[config.mk]
export PLATFORM = sky130hd
export DESIGN_NAME = cache_mem_arbiter
export DESIGN_NICKNAME = d
export VERILOG_FILES = /design/src/rtl/cache_pkg.sv /design/src/rtl/cache_mem_arbiter.sv
export SDC_FILE = /design/constraint.sdc
export NUM_CORES = 1
export LEC_CHECK = 0
export BUFFER_PORTS_ARGS = -buffer_cell sky130_fd_sc_hd__buf_2
export CAP_MARGIN = 15
export CORE_AREA = 5 5 202 204
export CTS_BUF_LIST = sky130_fd_sc_hd__clkbuf_8 sky130_fd_sc_hd__clkbuf_16
export DETAILED_ROUTE_END_ITERATION = 10
export DIE_AREA = 0 0 207 209
export HOLD_SLACK_MARGIN = 0.03
export SYNTH_ARGS = -nofsm -noshare
export SYNTH_HDL_FRONTEND = slang
export SYNTH_SLANG_ARGS = --single-unit
[constraint.sdc]
create_clock -name clock -period 2.2 [get_ports clock]
set_clock_uncertainty 0.2 [all_clocks]
set_input_delay 0.11 -clock clock [delete_from_list [all_inputs] [get_ports clock]]
set_output_delay 0.11 -clock clock [all_outputs]
set_load 0.05 [all_outputs]
[src/rtl/cache_pkg.sv]
// Shared definitions for the cache/memory arbiter.
//
// Contents:
//   LINE_BYTES  - bytes per cache line. Fill and writeback commands are
//                 aligned to this size.
//   BEATS       - memory beats per line. A 64-byte line is 8 x 64-bit beats.
//   arb_state_t - states of the arbiter FSM.
//   served_t    - which requester was served most recently. It drives the
//                 round-robin choice.
package cache_pkg;

    localparam int LINE_BYTES = 64;
    localparam int BEATS      = 8;

    typedef enum logic [1:0] {
        IDLE  = 2'd0,
        ISSUE = 2'd1,
        XFER  = 2'd2,
        DONE  = 2'd3
    } arb_state_t;

    typedef enum logic {
        SRV_I = 1'b0,
        SRV_D = 1'b1
    } served_t;

endpackage

[src/rtl/cache_mem_arbiter.sv]
// cache_mem_arbiter
// Shares one memory port between the I-cache (line fills only) and the
// D-cache (fills and writebacks). Each transaction moves one full line.
// A transaction has four phases: arbitrate, issue a command, move BEATS
// beats, then pulse done.
//
// Ports:
//   clock, reset (asynchronous, active low)
//   icache_req/addr         -> icache_grant, icache_rdata/rvalid, icache_done
//   dcache_req/we/addr/wdata -> dcache_grant, dcache_rdata/rvalid,
//                              dcache_wnext, dcache_done
//   mem_req/addr/we, mem_wdata -> memory command and write data
//   mem_ack, mem_rdata/rvalid, mem_wready <- memory responses
module cache_mem_arbiter
    import cache_pkg::*;
#(
    parameter int ADDR_WIDTH = 64,
    parameter int DATA_WIDTH = 64,
    parameter int BEATS      = cache_pkg::BEATS
) (
    input  logic                  clock,
    input  logic                  reset,

    input  logic                  icache_req,
    input  logic [ADDR_WIDTH-1:0] icache_addr,
    output logic                  icache_grant,
    output logic [DATA_WIDTH-1:0] icache_rdata,
    output logic                  icache_rvalid,
    output logic                  icache_done,

    input  logic                  dcache_req,
    input  logic                  dcache_we,
    input  logic [ADDR_WIDTH-1:0] dcache_addr,
    input  logic [DATA_WIDTH-1:0] dcache_wdata,
    output logic                  dcache_grant,
    output logic [DATA_WIDTH-1:0] dcache_rdata,
    output logic                  dcache_rvalid,
    output logic                  dcache_wnext,
    output logic                  dcache_done,

    output logic                  mem_req,
    output logic [ADDR_WIDTH-1:0] mem_addr,
    output logic                  mem_we,
    input  logic                  mem_ack,
    input  logic [DATA_WIDTH-1:0] mem_rdata,
    input  logic                  mem_rvalid,
    output logic [DATA_WIDTH-1:0] mem_wdata,
    input  logic                  mem_wready
);

    localparam int CNT_W = (BEATS > 1) ? $clog2(BEATS) : 1;
    localparam logic [CNT_W-1:0] LAST_BEAT = CNT_W'(BEATS - 1);
    // Clears the byte-within-line offset so commands always address a whole line.
    localparam logic [ADDR_WIDTH-1:0] LINE_MASK = ~ADDR_WIDTH'(LINE_BYTES - 1);

    arb_state_t            state,       state_next;
    logic                  grant_i_q,   grant_i_next;
    logic                  grant_d_q,   grant_d_next;
    logic                  mem_req_q,   mem_req_next;
    logic [ADDR_WIDTH-1:0] mem_addr_q,  mem_addr_next;
    logic                  mem_we_q,    mem_we_next;
    logic [CNT_W-1:0]      beat_cnt,    beat_cnt_next;
    served_t               last_served, last_served_next;

    logic pick_i;
    logic pick_d;
    logic xfer_read;
    logic xfer_write;
    logic beat_accept;

    // Round-robin arbitration. A lone request always wins. When both
    // requests are present, the requester that was not served last wins.
    assign pick_i = icache_req && (!dcache_req || (last_served == SRV_D));
    assign pick_d = dcache_req && !pick_i;

    // Data only moves in XFER. The transfer direction comes from the
    // command that was latched when the transaction started.
    assign xfer_read   = (state == XFER) && !mem_we_q;
    assign xfer_write  = (state == XFER) &&  mem_we_q;
    assign beat_accept = (xfer_read && mem_rvalid) || (xfer_write && mem_wready);

    // State register. Reset lands in IDLE with every registered output low.
    // Last-served resets to D so that the I-cache wins the first contention.
    always_ff @(posedge clock or negedge reset) begin
        if (!reset) begin
            state       <= IDLE;
            grant_i_q   <= 1'b0;
            grant_d_q   <= 1'b0;
            mem_req_q   <= 1'b0;
            mem_addr_q  <= '0;
            mem_we_q    <= 1'b0;
            beat_cnt    <= '0;
            last_served <= SRV_D;
        end else begin
            state       <= state_next;
            grant_i_q   <= grant_i_next;
            grant_d_q   <= grant_d_next;
            mem_req_q   <= mem_req_next;
            mem_addr_q  <= mem_addr_next;
            mem_we_q    <= mem_we_next;
            beat_cnt    <= beat_cnt_next;
            last_served <= last_served_next;
        end
    end

    // Next-state logic.
    // Once a grant is made, the transaction runs to completion. While it
    // runs, new or dropped requests are ignored. Memory beat signals only
    // count while the FSM is in XFER.
    always_comb begin
        state_next       = state;
        grant_i_next     = grant_i_q;
        grant_d_next     = grant_d_q;
        mem_req_next     = mem_req_q;
        mem_addr_next    = mem_addr_q;
        mem_we_next      = mem_we_q;
        beat_cnt_next    = beat_cnt;
        last_served_next = last_served;

        case (state)
            IDLE: begin
                if (pick_i || pick_d) begin
                    state_next    = ISSUE;
                    grant_i_next  = pick_i;
                    grant_d_next  = pick_d;
                    mem_req_next  = 1'b1;
                    mem_addr_next = (pick_i ? icache_addr : dcache_addr) & LINE_MASK;
                    mem_we_next   = pick_d && dcache_we;
                end
            end
            ISSUE: begin
                if (mem_ack) begin
                    state_next   = XFER;
                    mem_req_next = 1'b0;
                end
            end
            XFER: begin
                if (beat_accept) begin
                    if (beat_cnt == LAST_BEAT) begin
                        beat_cnt_next = '0;
                        state_next    = DONE;
                    end else begin
                        beat_cnt_next = beat_cnt + CNT_W'(1);
                    end
                end
            end
            DONE: begin
                state_next       = IDLE;
                grant_i_next     = 1'b0;
                grant_d_next     = 1'b0;
                mem_addr_next    = '0;
                mem_we_next      = 1'b0;
                last_served_next = grant_i_q ? SRV_I : SRV_D;
            end
            default: begin
                state_next = IDLE;
            end
        endcase
    end

    assign icache_grant = grant_i_q;
    assign dcache_grant = grant_d_q;
    assign mem_req      = mem_req_q;
    assign mem_addr     = mem_addr_q;
    assign mem_we       = mem_we_q;

    // Read data passes combinationally, and only to the granted cache.
    // The other cache sees zeros.
    assign icache_rvalid = xfer_read && grant_i_q && mem_rvalid;
    assign icache_rdata  = (xfer_read && grant_i_q) ? mem_rdata : '0;
    assign dcache_rvalid = xfer_read && grant_d_q && mem_rvalid;
    assign dcache_rdata  = (xfer_read && grant_d_q) ? mem_rdata : '0;

    // Write data comes straight from the D-cache. wnext tells the D-cache
    // that memory took the current beat, so it can present the next one.
    assign mem_wdata    = xfer_write ? dcache_wdata : '0;
    assign dcache_wnext = xfer_write && grant_d_q && mem_wready;

    assign icache_done = (state == DONE) && grant_i_q;
    assign dcache_done = (state == DONE) && grant_d_q;

endmodule

==> results.ini <==
[die]
start_util=0.1183
die-area_um2=43260
core.rowCount=73
die_x_um=207
coreArea_um2=39090
die_y_um=209
ios=529

[routing]
wirelength_um=32390
via_per_inst=4.060
final_antenna_net_count=0
dr.pass1.iters=5
post_drt_wl_per_cell_um=19.00
dr.first_iter.drc_count=439
vias=6922
drc=0

[logic_synthesis]
synth_commonest_cells=and3_1 (194), dfrtp_1 (67), nand2_1 (62)
ys.flop_type=dfrtp_1
synth_cells=543
synth.yosys.seq_area_share=0.3683
synthArstFlopShare=1.000
yosysTopAreaCellShare=0.3627
yosysWarnings=0
synth.largest_area_cell=dfrtp_1
syn_area_per_cell_um2=8.514
ys_seq_elements=68
yosysMostFrequentCell=and3_1
synth_cell_types=32
synth_area_um2=4623
ys_top_cells_by_area=dfrtp_1 (36%), and3_1 (26%), mux2i_1 (13%)
synth_edf_count=0

[power_and_ir_drop]
irDropWorstVdd_mv=0.8416
p_leak_nw=6.177
p_per_area_nw_per_um2=1243

[cts]
clock_sinks=68
cts.reportedPaths.clkPinSlew_ps=50
clk_path_buf_depth=2
clkLatencyLatePin_ps=340
htree_levels=3
cts_tree=done
cts_inserted_buffers=9
clock-root-buffer=clkbuf_16

[min_path]
hp-class=input pin to flop

[grt]
grt_max_degree=70
busiest_layer=met2
antenna_found_initial=13
met3_usage=0.03333
grt_use_met1=0.1397
grt_util_met2=0.2412
grt_pass1_vias=7242
grt_first_pass_wirelength_um=44270
grt_usage=0.1298
overflow=0

[placed_design]
place.gp.congestion=0.9794
portBuffers=510
dp_hpwl_um=21180
post-place-ws_ps=59.25

[setup_path]
reg2reg_to=mem_addr[36]
cp_num_buf_inv=4
startpoint_type=flop
worstSetupStartpoint=state[0]
crit_path_end=icache_rvalid
path_cells=inv_2 > ha_4 > nor2b_4 > buf_8 > buf_16 > and3_1 > buf_6
regToRegStartpoint=state[1]
crit_path_top_delay_cell=dfrtp_1
cp-end-kind=primary output
crit_type=flop to primary output
cp.arrival_ps=1860
cp_max_fo=32
cpPeakStageDelay_ps=380
timing.reg2reg.setup_slack_ps=50
ff2ff_path_depth=8
worstPathRequired_ps=1890
critical_path.top_delay_family=buffers and inverters
crit_cells=7

[sta]
period_share=0.9868
setup_viol_count_final=0
grt_setup_unrepaired=yes
final_hold_viol_count=0
tns_ps=0
finalCriticalPeriod_ps=2171
slew_violations=0
fmax_mhz=460.6
post-route-worst-setup-slack_ps=29.11

[final_layout]
areaGrowthSynthToFinish_pct=142.5
fillers=4015
multi_input_area_um2=2919
final_nets=1443
final_layout_size_suffix_gt1_frac=0.5910
seq_area_um2=1703

[run]
drv_cap=0

[status]
status=complete, no violations

==> placed cells by master, fill, tap and decap left out, types with 2 or more instances in the layout <==
cell and instances:
a21o_1 2, a31oi_1 2, and2_1 2, and3_1 86
and3_2 79, and3_4 29, buf_12 28, buf_16 5
buf_2 368, buf_4 22, buf_6 99, buf_8 33
clkbuf_16 12, clkbuf_8 2, clkinvlp_4 2, conb_1 6
dfrtp_1 67, diode_2 4, dlygate4sd3_1 120, ha_1 5
ha_4 2, inv_1 3, mux2_2 4, mux2i_1 57
nand2_1 62, nor2_1 2, o21ai_0 35, o21ai_1 23
o21ai_4 2
==> logic make-up (layout without fill, tap and decap cells) <==
logic type / count (synthesis) / after routing / synth area share
flip-flops: 68 / 68 / 0.3683
AO/OA/AOI/OAI: 68 / 68 / 0.07848
adder cells (fa/ha/maj): 7 / 7 / 0.01894
buffers and inverters: 70 / 698 / 0.06955
AND/OR/NAND/NOR: 267 / 267 / 0.3286
multiplexers: 62 / 62 / 0.1353
other: 1 / 10 / 0.0008111
==> flip-flops by register name, summed over array words and instances, names as in the netlist <==
| signal | flops |
|---|---|
| beat_cnt | 3 |
| dcache_grant | 1 |
| icache_grant | 1 |
| last_served | 1 |
| mem_addr | 58 |
| mem_req | 1 |
| mem_we | 1 |
| state | 2 |
==> layer usage <==
layer / vias up / part of all wire
met4: 2 / 0.037
met3: 69 / 0.074
met5: - / 0.00062
met1: 3262 / 0.37
met2: 416 / 0.52
li1: 3173 / -
==> cell type report <==
type / count / share of cell area
antenna: 4 / 0.0008929
clock buffer: 10 / 0.02132
clock inverter: 5 / 0.004799
inverter: 3 / 0.001004
multi-input combinational: 410 / 0.2604
sequential: 68 / 0.1519
tap: 525 / 0.05859
timing repair buffer: 680 / 0.5011
==> power breakdown <==
group / total (mW) / internal [mW] / switching [mW]
Clock: 1.44 / 0.895 / 0.547
Sequential: 2.21 / 1.87 / 0.346
Combinational: 10.3 / 3.50 / 6.77
==> metrics by stage <==
| stage | std cells | utilization | instance area (um2) | hold WS, ps | total power [mW] |
|---|---|---|---|---|---|
| after floorplan | 548 | - | 4767 | -385.6 | 8.025 |
| after global placement | 1534 | 0.2094 | 8188 | -164.5 | 10.14 |
| after detailed placement | 1534 | 0.2094 | 8188 | -163.7 | 10.31 |
| after CTS | 1681 | 0.2705 | 10580 | 58.14 | 13.19 |
| after global routing | 1704 | 0.2867 | 11210 | 115.6 | 14.64 |
| final | 1705 | 0.2868 | 11210 | 104.6 | 13.93 |
==> worst min path at each step <==
stage,slack [ps],to,startpoint,cells past startpoint
finish,100,mem_req,icache_req,4
global route,120,mem_addr[38],reset,3
CTS,60,mem_req,icache_req,3
detailed placement,-160,mem_addr[23],reset,1
global placement,-160,mem_addr[23],reset,1
floorplan,-390,beat_cnt[0],reset,0
==> worst min-delay path, stage by stage <==
cell and delay [ps]:
buf_2 130, or3b_4 160, buf_4 110, a31oi_1 90
==> what timing repair did <==
action / 4_1_cts / 5_1_grt
cloned: 5 / 7
hold buffers: 121 / 0
endpoints found under the hold margin: 128 / 0
endpoints found under the setup margin: 195 / 186
pin swaps: 2 / 3
resized for setup: 225 / 113
buffers inserted: 6 / 14
Power figures use the tool's default switching activity.
